==> src/rtl/sram_arbiter.sv <==
// Two-port arbiter in front of a single SRAM controller command port.
// Grants one access per cycle, registers the command, and routes read data back via a tag FIFO.
module sram_arbiter #(
  parameter int ADDR_W          = 18,
  parameter int DATA_W          = 16,
  parameter int MAX_OUTSTANDING = 4,
  parameter bit FIXED_PRIORITY  = 1'b0
) (
  input  logic              i_clk,
  input  logic              i_reset,
  input  logic [1:0]        i_reqValid,
  input  logic [1:0]        i_reqRnW,
  input  logic [ADDR_W-1:0] i_req0Addr,
  input  logic [DATA_W-1:0] i_req0Wdata,
  input  logic [ADDR_W-1:0] i_req1Addr,
  input  logic [DATA_W-1:0] i_req1Wdata,
  output logic [1:0]        o_reqReady,
  output logic [DATA_W-1:0] o_rdata,
  output logic [1:0]        o_rdataValid,
  output logic              o_sramStart,
  output logic              o_sramRnW,
  output logic [ADDR_W-1:0] o_sramAddr,
  output logic [DATA_W-1:0] o_sramWdata,
  input  logic              i_sramReady,
  input  logic [DATA_W-1:0] i_sramRdata,
  input  logic              i_sramRdataValid,
  output logic              o_error
);

  localparam int PTR_W = (MAX_OUTSTANDING > 1) ? $clog2(MAX_OUTSTANDING) : 1;
  localparam int CNT_W = $clog2(MAX_OUTSTANDING + 1);

  // Valid/ready: port n's request is accepted in the cycle where i_reqValid[n] && o_reqReady[n];
  // the requester keeps valid and payload stable until then, and ready never waits on a later cycle.

  logic             tag_mem [MAX_OUTSTANDING];
  logic [PTR_W-1:0] wr_ptr;
  logic [PTR_W-1:0] rd_ptr;
  logic [CNT_W-1:0] count;
  logic             last_grant;
  logic             fifo_full;
  logic             pop;
  logic             push;
  logic             sel;
  logic [1:0]       eligible;
  logic [1:0]       grant;

  function automatic logic [PTR_W-1:0] ptr_next(input logic [PTR_W-1:0] p);
    return (p == PTR_W'(MAX_OUTSTANDING - 1)) ? '0 : p + PTR_W'(1);
  endfunction

  assign fifo_full = (count == CNT_W'(MAX_OUTSTANDING));
  assign pop       = i_sramRdataValid && (count != '0);

  // A pop in this cycle frees a slot, so a read may be granted against a full FIFO.
  assign eligible[0] = !i_reset && i_sramReady && i_reqValid[0] &&
                       (!i_reqRnW[0] || !fifo_full || pop);
  assign eligible[1] = !i_reset && i_sramReady && i_reqValid[1] &&
                       (!i_reqRnW[1] || !fifo_full || pop);

  always_comb begin
    grant = 2'b00;
    if (eligible == 2'b11) begin
      grant = (FIXED_PRIORITY || last_grant) ? 2'b01 : 2'b10;
    end else begin
      grant = eligible;
    end
  end

  assign sel        = grant[1];
  assign push       = (|grant) && i_reqRnW[sel];
  assign o_reqReady = grant;

  always_ff @(posedge i_clk) begin
    if (i_reset) begin
      o_sramStart  <= 1'b0;
      o_sramRnW    <= 1'b1;
      o_sramAddr   <= '0;
      o_sramWdata  <= '0;
      o_rdata      <= '0;
      o_rdataValid <= 2'b00;
      o_error      <= 1'b0;
      wr_ptr       <= '0;
      rd_ptr       <= '0;
      count        <= '0;
      last_grant   <= 1'b1;
    end else begin
      if (|grant) begin
        o_sramStart <= 1'b1;
        o_sramRnW   <= i_reqRnW[sel];
        o_sramAddr  <= sel ? i_req1Addr : i_req0Addr;
        o_sramWdata <= sel ? i_req1Wdata : i_req0Wdata;
        last_grant  <= sel;
      end else begin
        o_sramStart <= 1'b0;
        o_sramRnW   <= 1'b1;
      end

      if (push) begin
        tag_mem[wr_ptr] <= sel;
        wr_ptr          <= ptr_next(wr_ptr);
      end

      o_rdataValid <= 2'b00;
      if (pop) begin
        o_rdata      <= i_sramRdata;
        o_rdataValid <= tag_mem[rd_ptr] ? 2'b10 : 2'b01;
        rd_ptr       <= ptr_next(rd_ptr);
      end else if (i_sramRdataValid) begin
        o_error <= 1'b1;
      end

      if (push && !pop) begin
        count <= count + CNT_W'(1);
      end else if (!push && pop) begin
        count <= count - CNT_W'(1);
      end
    end
  end

endmodule
==> config.mk <==
export PLATFORM = sky130hd
export DESIGN_NAME = sram_arbiter
export DESIGN_NICKNAME = d
export VERILOG_FILES = /design/src/rtl/sram_arbiter.sv
export SDC_FILE = /design/constraint.sdc
export NUM_CORES = 1
export LEC_CHECK = 0
export ABC_AREA = 1
export ABC_CLOCK_PERIOD_IN_PS = 2700
export BUFFER_PORTS_ARGS = -buffer_cell sky130_fd_sc_hd__buf_4
export CAP_MARGIN = 20
export CORE_ASPECT_RATIO = 1.1
export CORE_MARGIN = 2
export CORE_UTILIZATION = 46
export DETAILED_ROUTE_END_ITERATION = 7
export HOLD_SLACK_MARGIN = 0.12
export PLACE_DENSITY_LB_ADDON = 0.1
export RECOVER_POWER = 25
export SLEW_MARGIN = 20
export SYNTH_ARGS = -nofsm -noshare
export SYNTH_HDL_FRONTEND = slang
export SYNTH_SLANG_ARGS = --single-unit
export TNS_END_PERCENT = 10
==> constraint.sdc <==
create_clock -name i_clk -period 2.7 [get_ports i_clk]
set_input_delay 0.135 -clock i_clk [delete_from_list [all_inputs] [get_ports i_clk]]
set_output_delay 0.135 -clock i_clk [all_outputs]
set_load 0.005 [all_outputs]
==> results.cfg, run 1 <==
[die]
placementRows = 31
io-pin-count = 149
start_util_pct = 47.4
dieArea_um2 = 7430
die_x_um = 82.4
die_h_um = 90.2
coreArea_um2 = 6560

[layout]
final_cell_mix = 120 x buf_4, 83 x dlygate4sd3_1, 73 x nor2_1, 65 x dfxtp_1, 56 x inv_1
area_delta_synth_final_pct = 68.2
layout.nets = 690
final_area_um2 = 5230
n_antenna_cell = 0
fin_util_pct = 79.7
final_common_cell = buf_4
drive_gt1_share_pct = 36.2

[synth]
synth_cell_type_count = 32
syn_nets = 463
synth_cells = 364
syn_avg_cell_area_um2 = 8.54
seq_area_frac_synth_pct = 45.7
synth_area_um2 = 3110
yosys_register_bits = 69
synth_warnings = 0

[global_routing]
antenna_found_initial = 0
grt_overflow_total = 0
grtUsageTotal_pct = 26.1
grt_max_degree = 40
grt_pass1_wl_mm = 15.1
first_global_vias = 3408

[timing]
period_minus_slack_ps = 2420
slew_viol_final = 0
fmax_mhz = 413
fin_worst_skew_ps = 11.7
hold_viol = 0
rsz0062_at_grt = false
tightest_slew_ps = 550
hold_ws_ps = 131
fin_crit_sh_pct = 89.7
max-slew-margin-rel_pct = 63.3
setup-tns-final_ps = 0
setup_viol = 0

[clocking]
clockBufferDepth = 2
clockRootBuffer = clkbuf_8
cts_buffers = 9
ctsHtreeMaxLevel = 3
worstSkewPairLatency_ps = 350
cts.clk_slew.worst_paths_ps = 80
cts.sink_count = 69
cts_tree = done

[worst_hold_path]
hold_path.class = in -> reg

[critical_path]
rr_endpoint = count[2]
critPathLaunchType = input pin
critPathMaxStageDelay_ps = 530
path_buf_inv = 5
path_max_fanout = 8
r2r-start = count[0]
cp.depth = 16
rr_worst_depth = 14
ff2ff_setup_slack_ps = 290
worstPathRequired_ps = 2940
cp_cell_sequence = dlygate4sd3_1 > buf_4 > inv_4 > nand2_1 > nor2_2 > nand3_2 > nand3_1 > nand3_2 > inv_1 > ha_1 > inv_1 > fa_1 > a21oi_1 > o21ai_0 > o21ai_0 > a21oi_1
critPathCapture = count[2]
end_kind = flip-flop
cp_slowest_cell = dlygate4sd3_1
critPathLaunch = i_reset
critPathKind = in -> reg
cp.arrival_ps = 2660
crit_family = buffers and inverters

[place]
gp_congestion = 0.759
numPortBuffers = 148
placed_cell_area_um2 = 4220
dp_hpwl_mm = 5.31

[power]
p_per_area_nw_per_um2 = 618
ir_drop_mv = 0.441
finalPower_mw = 3.23
p_leak_nw = 2.39

[routing]
ant_nets = 0
wl_per_cell_um = 13.6
viasPerCell = 4.82
vias = 3270
routed_wl_mm = 9.24
drt_iter0_drc = 139
drc = 0
dr.pass1.iters = 5

[status]
run_status = complete, no violations

[job]
max_cap_violations = 0
-- worst min-delay path by stage --
stage / start / depth (start not counted) / endpoint
finish: i_req0Addr[11] / 5 / o_sramAddr[11]
global route: i_req0Addr[10] / 5 / o_sramAddr[10]
CTS: i_req0Addr[11] / 5 / o_sramAddr[11]
detailed placement: i_reset / 2 / o_error
global placement: i_sramRdata[3] / 3 / o_rdata[3]
floorplan: i_reset / 1 / o_error
-- worst min-delay path, delay by kind of cell --
kind                   cells  cell delay (ps)
AO/OA/AOI/OAI              2              140
AND/OR/NAND/NOR            1               60
buffers and inverters      2              100
-- sequential cells by signal, summed over array words and instances, names as in the netlist, named ones only --
| signal | flops |
|---|---|
| tag_mem | 4 |
| last_grant | 1 |
| o_sramAddr | 18 |
| wr_ptr | 2 |
| o_sramRnW | 1 |
| o_error | 1 |
| rd_ptr | 2 |
| o_sramWdata | 16 |
| o_rdata | 16 |
| o_sramStart | 1 |
| count | 3 |
| o_rdataValid | 2 |
-- stage by stage --
step / setup slack [ps] / std cells
after floorplan: 535 / 364
after CTS: 183 / 678
after detailed placement: 312 / 579
after global routing: 20.3 / 678
final: 278 / 678
after global placement: 392 / 579
-- logic make-up after synthesis --
logic type | Yosys count | synth area share, %
AO/OA/AOI/OAI | 98 | 23.6
XOR/XNOR | 1 | 0.282
adder cells (fa/ha/maj) | 7 | 3.06
buffers and inverters | 80 | 11.9
flip-flops | 69 | 45.7
AND/OR/NAND/NOR | 109 | 15.4
-- area by class of cell --
| type | count | area, µm² |
|---|---|---|
| timing repair buffer | 235 | 1950 |
| clock inverter | 6 | 50.0 |
| tap | 82 | 103 |
| multi-input combinational | 215 | 1320 |
| sequential | 69 | 1420 |
| fill | 457 | 1330 |
| clock buffer | 10 | 149 |
| inverter | 61 | 236 |
-- per-layer routing --
layer	share of wire (%)	track usage (%)	vias to the layer above
met2	54	46.4	110
li1	-	-	1632
met1	39	29.1	1512
met5	0	0	-
met3	5.5	7.43	16
met4	1.7	7.92	0
-- synth_stat cells, drive strengths merged --
master	instances	share of area (%)
xor2	1	0.28
o21bai	1	0.24
a32oi	1	0.28
nand3	9	2.3
a21oi	6	0.97
o21ai	55	11
nand4	2	0.40
clkbuf	4	0.48
ha	6	2.4
nor2	77	9.8
buf	15	3.9
dfxtp	65	42
nor3	1	0.16
inv	61	7.5
and3	1	0.20
o211a	1	0.32
o22ai	31	9.5
nand2	19	2.5
fa	1	0.64
edfxtp	4	3.9
o211ai	3	1.2
-- timing repair --
action,CTS,global route
setup buffers,0,0
endpoints found under the setup margin,0,1
endpoints found under the hold margin,53,0
resized for setup,0,2
hold buffers,83,0
-- power by group --
group | switching [mW] | leakage, nW | internal, mW
logic | 0.503 | 1.72 | 0.541
registers | 0.117 | 0.574 | 1.24
clock network | 0.424 | 0.0955 | 0.402
total | 1.05 | 2.39 | 2.19
No activity file was read; power rests on OpenSTA's default activity.
==> run 2, diff against run 1 <==
--- a/config.mk
+++ b/config.mk
@@ -11,11 +11,10 @@
 export CAP_MARGIN = 20
 export CORE_ASPECT_RATIO = 1.1
 export CORE_MARGIN = 2
-export CORE_UTILIZATION = 46
+export CORE_UTILIZATION = 40
 export DETAILED_ROUTE_END_ITERATION = 7
 export HOLD_SLACK_MARGIN = 0.12
 export PLACE_DENSITY_LB_ADDON = 0.1
-export RECOVER_POWER = 25
 export SLEW_MARGIN = 20
 export SYNTH_ARGS = -nofsm -noshare
 export SYNTH_HDL_FRONTEND = slang
==> run 2 against run 1 <==
  * Cell count up 3.7%
  * Via count fell by 2.1%
  * Fmax is 4.3% lower
  * Global-route usage decreased by 5.4 points
  * Design area grew 1.5%
  * Total power is 0.27% higher
  * Critical path type is now in -> out
  * Critical endpoint is now o_reqReady[1]
==> results.cfg, run 2 (same netlist as run 1, synthesis figures left out) <==
[die]
placementRows = 33
die_x_um = 88.0
die_h_um = 96.5
io-pin-count = 149
dieArea_um2 = 8490
coreArea_um2 = 7510
start_util_pct = 41.4

[timing]
fin_worst_skew_ps = 6.78
max-slew-margin-rel_pct = 55.4
tightest_slew_ps = 668
fmax_mhz = 395
fin_crit_sh_pct = 93.7
slew_viol_final = 0
period_minus_slack_ps = 2530
rsz0062_at_grt = false
timing.final.ws_setup_ps = 170
setup-tns-final_ps = 0
setup_viol = 0
hold_viol = 0

[power]
internal_power_mw = 2.25
swShare_pct = 30.5
p_per_area_nw_per_um2 = 611
ir_drop_mv = 0.291
seqPwrFrac_pct = 42.1
finalPower_mw = 3.24
p_clk_share_pct = 25.4
switching_power_mw = 0.988
combPwrFrac_pct = 32.5
p_leak_nw = 2.44

[global_routing]
grt_max_degree = 40
grtUsageTotal_pct = 20.7
grt_pass1_wl_mm = 13.8
grt_overflow_total = 0
antenna_found_initial = 0
first_global_vias = 3246

[layout]
drive_gt1_share_pct = 36.8
n_antenna_cell = 0
largest_reg_flops = 18
final_area_um2 = 5300
reg.largest.list = o_sramAddr x18, o_rdata x16, o_sramWdata x16
regMostFlops = o_sramAddr
area_delta_synth_final_pct = 70.7
final_common_cell = buf_4
final_cell_mix = 152 x buf_4, 86 x dlygate4sd3_1, 73 x nor2_1, 65 x dfxtp_1, 56 x inv_1
layout.nets = 693

[clocking]
cts.sink_count = 69
worstSkewPairLatency_ps = 330
clockBufferDepth = 2
cts_buffers = 9
clockRootBuffer = clkbuf_8
cts_tree = done
ctsHtreeMaxLevel = 3
cts.clk_slew.worst_paths_ps = 70

[routing]
dr.pass1.iters = 4
viasPerCell = 4.55
wl_per_cell_um = 12.7
drc = 0
routed_wl_mm = 8.95
ant_nets = 0
vias = 3202
drt_iter0_drc = 113

[worst_hold_path]
holdPathEnd = last_grant
min_from = i_reqValid[1]
min_path_cells = 6
hold_path.class = in -> reg

[critical_path]
path_max_fanout = 39
critPathMaxStageDelay_ps = 530
ff2ff_setup_slack_ps = 380
rr_endpoint = count[2]
cp_slowest_cell = dlygate4sd3_1
end_kind = output pin
worstPathRequired_ps = 2570
crit_path_frequent_cell = buf_4
cp_cell_sequence = dlygate4sd3_1 > buf_4 > inv_4 > nand2_1 > nor2_2 > nand3_2 > nand2_2 > buf_4 > inv_2 > buf_4
critPathKind = in -> out
cp.arrival_ps = 2400
rr_worst_depth = 14
crit_family = buffers and inverters
r2r-start = count[0]
critPathLaunchType = input pin
path_buf_inv = 6

[place]
place_ws_ps = 339
numPortBuffers = 148
dp_hpwl_mm = 5.23
gp_congestion = 0.743
placed_cell_area_um2 = 4250

[job]
max_cap_violations = 0

[status]
run_status = complete, no violations
-- run 2: cell count changes in the layout (fill, tap and decap cells not counted), sizes merged --
| cell | before | now |
|---|---|---|
| buf | 120 | 152 |
| clkinvlp | 2 | 0 |
| dlygate4sd3 | 83 | 86 |
| clkbuf | 42 | 11 |
| clkinv | 0 | 3 |
| inv | 65 | 61 |
| bufinv | 0 | 1 |
-- run 2: layout make-up --
type,count,area (µm²)
clock buffers,11,141
clock inverters,4,48.8
fillers,612,2210
inverters,61,234
multi-input cells,215,1330
flip-flops and latches,69,1420
well taps,105,131
repair buffers,238,2000
-- run 2: power by group through the flow --
stage,sequential (mW),clock [mW],combinational (mW)
after detailed placement,1.38,0,0.946
final,1.36,0.823,1.05
after global routing,1.39,0.879,1.18
after floorplan,1.39,0,0.483
after CTS,1.36,0.851,1.05
after global placement,1.38,0,0.928
-- run 2: tightest hold or removal path, stage by stage --
cell and delay [ps]:
buf_4 110, nand3_2 80, nor2_4 50, inv_4 70, nand3_1 60, nand3_1 60
-- run 2: worst max path at each step --
stage	to	slack (ps)	startpoint	depth (start not counted)
2_1_floorplan	count[2]	540	count[0]	15
3_3_place_gp	count[2]	390	count[0]	14
3_5_place_dp	count[2]	340	count[0]	14
4_1_cts	o_reqReady[1]	160	i_reset	10
5_1_grt	count[2]	40	i_reset	16
6_report	o_reqReady[1]	170	i_reset	10
-- run 2: repair_timing --
item,in CTS,in global routing
endpoints found under the hold margin,53,0
resized for setup,0,1
setup buffers,0,0
endpoints found under the setup margin,0,1
hold buffers,86,0
-- run 2: per-layer routing --
layer  global-route usage (%)  share of wire [%]  routed length (µm)
met4                     9.47                1.4                 129
met5                        0                  0                   0
met1                     23.6                 42                3770
met3                     4.59                5.5                 493
met2                     36.7                 51                4560
-- run 2: per-stage QoR --
stage                     util [%]  instances  hold slack, ps
after floorplan                  -        364             204
after CTS                     70.5        703             257
after detailed placement      56.5        602             357
final                         70.6        703             273
after global placement        56.5        602             354
after global routing          70.6        703             326
==> run 3, diff against run 2 <==
--- a/config.mk
+++ b/config.mk
@@ -5,7 +5,6 @@
 export SDC_FILE = /design/constraint.sdc
 export NUM_CORES = 1
 export LEC_CHECK = 0
-export ABC_AREA = 1
 export ABC_CLOCK_PERIOD_IN_PS = 2700
 export BUFFER_PORTS_ARGS = -buffer_cell sky130_fd_sc_hd__buf_4
 export CAP_MARGIN = 20
==> run 3 against run 2 <==
  * Register-to-register slack got worse by 150 ps
  * Design area rose by 1.4%
  * Total power rose by 0.99%
  * Clock-buffer cell count rose by 2
  * Clock power rose by 5.3%
  * Worst hold slack got worse by 130 ps
  * Combinational power barely moved
  * Cell count fell by 1.7%
  * Critical path type is now in -> reg
  * Largest power group unchanged
  * Highest routed layer unchanged
==> results.cfg, run 3 <==
[routing]
vias = 3655
viasPerCell = 5.29
ant_nets = 0
drc = 0
routed_wl_mm = 10.2
dr.pass1.iters = 5
wl_per_cell_um = 14.8
drt_iter0_drc = 156

[synth]
synth-xor-area-share_pct = 0.568
synth_compound_area_share_pct = 28.4
synthTopCellsByArea = dfxtp_1 42%, a211oi_1 8.3%, a31oi_1 7.1%
seq_area_frac_synth_pct = 46.1
async_reset_ff_share_pct = 0
syn_avg_cell_area_um2 = 8.63
synthSimpleGateAreaFrac_pct = 15.1
synth_cells = 357
synthMuxAreaShare_pct = 1.06
synth_warnings = 0
yosys.area.top_type = dfxtp_1
synth_top_area_share_pct = 42.2
yosys_most_used_dff = dfxtp_1
synth_edf_count = 4
yosys_register_bits = 69
synth_cell_type_count = 39
synth.most_common_cell = dfxtp_1
synth_top_family_by_area = compound AO/OA/AOI/OAI gates
yosys-top-cells-count = 65 x dfxtp_1, 38 x o21ai_0, 36 x nand2_1
synth_area_um2 = 3080
syn_nets = 456
synth_fa_ha_area_share_pct = 3.09

[critical_path]
critPathMaxStageDelay_ps = 570
critPathKind = in -> reg
worstPathRequired_ps = 2980
crit_family = buffers and inverters
path_max_fanout = 24
rr_worst_depth = 7
cp_slowest_cell = dlygate4sd3_1
cp.arrival_ps = 2810
end_kind = flip-flop
cp.depth = 8
cp_cell_sequence = dlygate4sd3_1 > buf_4 > and3b_1 > a32oi_2 > buf_4 > o21ai_0 > a31oi_1 > dlygate4sd3_1
critPathLaunchType = input pin
path_buf_inv = 4

[clocking]
clockRootBuffer = clkbuf_8
cts_tree = done
cts_buffers = 9
cts.sink_count = 69
ctsHtreeMaxLevel = 3
cts.clk_slew.worst_paths_ps = 70
worstSkewPairLatency_ps = 340
clockBufferDepth = 2

[global_routing]
grt_max_degree = 38
first_global_vias = 3441
antenna_found_initial = 0
grtUsageTotal_pct = 24.0
grt_overflow_total = 0
grt_pass1_wl_mm = 16.0

[die]
placementRows = 33
die_x_um = 87.7
coreArea_um2 = 7470
io-pin-count = 149
start_util_pct = 41.2
die_h_um = 96.1
dieArea_um2 = 8420

[layout]
layout.nets = 680
seq_area_um2 = 1420
largest_reg_flops = 18
reg.largest.list = o_sramAddr x18, o_rdata x16, o_sramWdata x16
area_delta_synth_final_pct = 74.5
n_antenna_cell = 0
fin_util_pct = 72.0
final_cell_mix = 161 x buf_4, 86 x dlygate4sd3_1, 65 x dfxtp_1, 38 x o21ai_0, 36 x nand2_1
multi_input_area_um2 = 1520
regMostFlops = o_sramAddr
drive_gt1_share_pct = 31.4
final_common_cell = buf_4
num-fill-cells = 570

[timing]
setup_viol = 0
max-slew-margin-rel_pct = 57.0
fin_worst_skew_ps = 11.4
fin_crit_sh_pct = 93.6
slew_viol_final = 0
tightest_slew_ps = 645
hold_viol = 0
rsz0062_at_grt = false
fmax_mhz = 396
period_minus_slack_ps = 2530
setup-tns-final_ps = 0

[power]
ir_drop_mv = 0.335
p_leak_nw = 2.27
p_per_area_nw_per_um2 = 609
finalPower_mw = 3.27

[place]
numPortBuffers = 148
gp_congestion = 0.816
dp_hpwl_mm = 6.12

[job]
max_cap_violations = 0

[status]
run_status = complete, no violations

[worst_hold_path]
hold_path.class = in -> reg
min_path_cells = 3
[run 3: cell type report]
cell class / count / share of cell area [%]
timing repair buffer: 247 / 38.5
multi-input combinational: 245 / 28.2
sequential: 69 / 26.4
clock buffer: 13 / 2.95
tap: 105 / 2.44
clock inverter: 3 / 0.814
inverter: 9 / 0.628
[run 3: report_power, final]
group	internal, mW	leakage [nW]	switching [mW]
Combinational	0.595	1.59	0.482
Clock	0.479	0.100	0.388
Sequential	1.21	0.575	0.118
[run 3: logic make-up (layout without fill, tap and decap cells)]
group	count (synthesis)	after routing
xor+xnor	2	2
simple gates	94	94
compound gates	140	140
mux	2	2
fa+ha+maj	7	7
buf+inv	43	272
flops	69	69
[run 3: per-stage QoR]
stage,area [µm²],worst slack [ps],instances,hold WS [ps]
2_1_floorplan,3080,232,357,271
3_5_place_dp,4290,277,587,393
5_1_grt,5380,51.9,691,134
4_1_cts,5360,77.8,689,124
3_3_place_gp,4290,334,587,382
6_report,5380,172,691,141
[run 3: final timing paths]
path                                  start         endpoint  slack [ps]
worst max-delay path            i_sramReady   o_sramWdata[6]         170
worst min-delay path            i_reqRnW[0]        o_sramRnW         140
worst max register to register     count[0]  o_sramWdata[11]         230
worst min register to register   o_rdata[8]       o_rdata[8]         460
[run 3: routing by layer]
metal	routed length [µm]	part of all wire, %	GRT usage [%]
met1	4000	39	28.9
met3	741	7.2	7.20
met4	197	1.9	8.33
met5	0	0	0
met2	5300	52	40.7
[run 3: tightest hold or removal path, cell delays in order]
cell,delay (ps)
buf_4,130
o21ai_0,80
o311ai_0,90
[run 3: what timing repair did]
| item | CTS | global route |
|---|---|---|
| setup buffers | 0 | 2 |
| resized for setup | 0 | 2 |
| hold buffers | 86 | 0 |
| hold endpoints to repair | 52 | 0 |
| endpoints found under the setup margin | 0 | 19 |
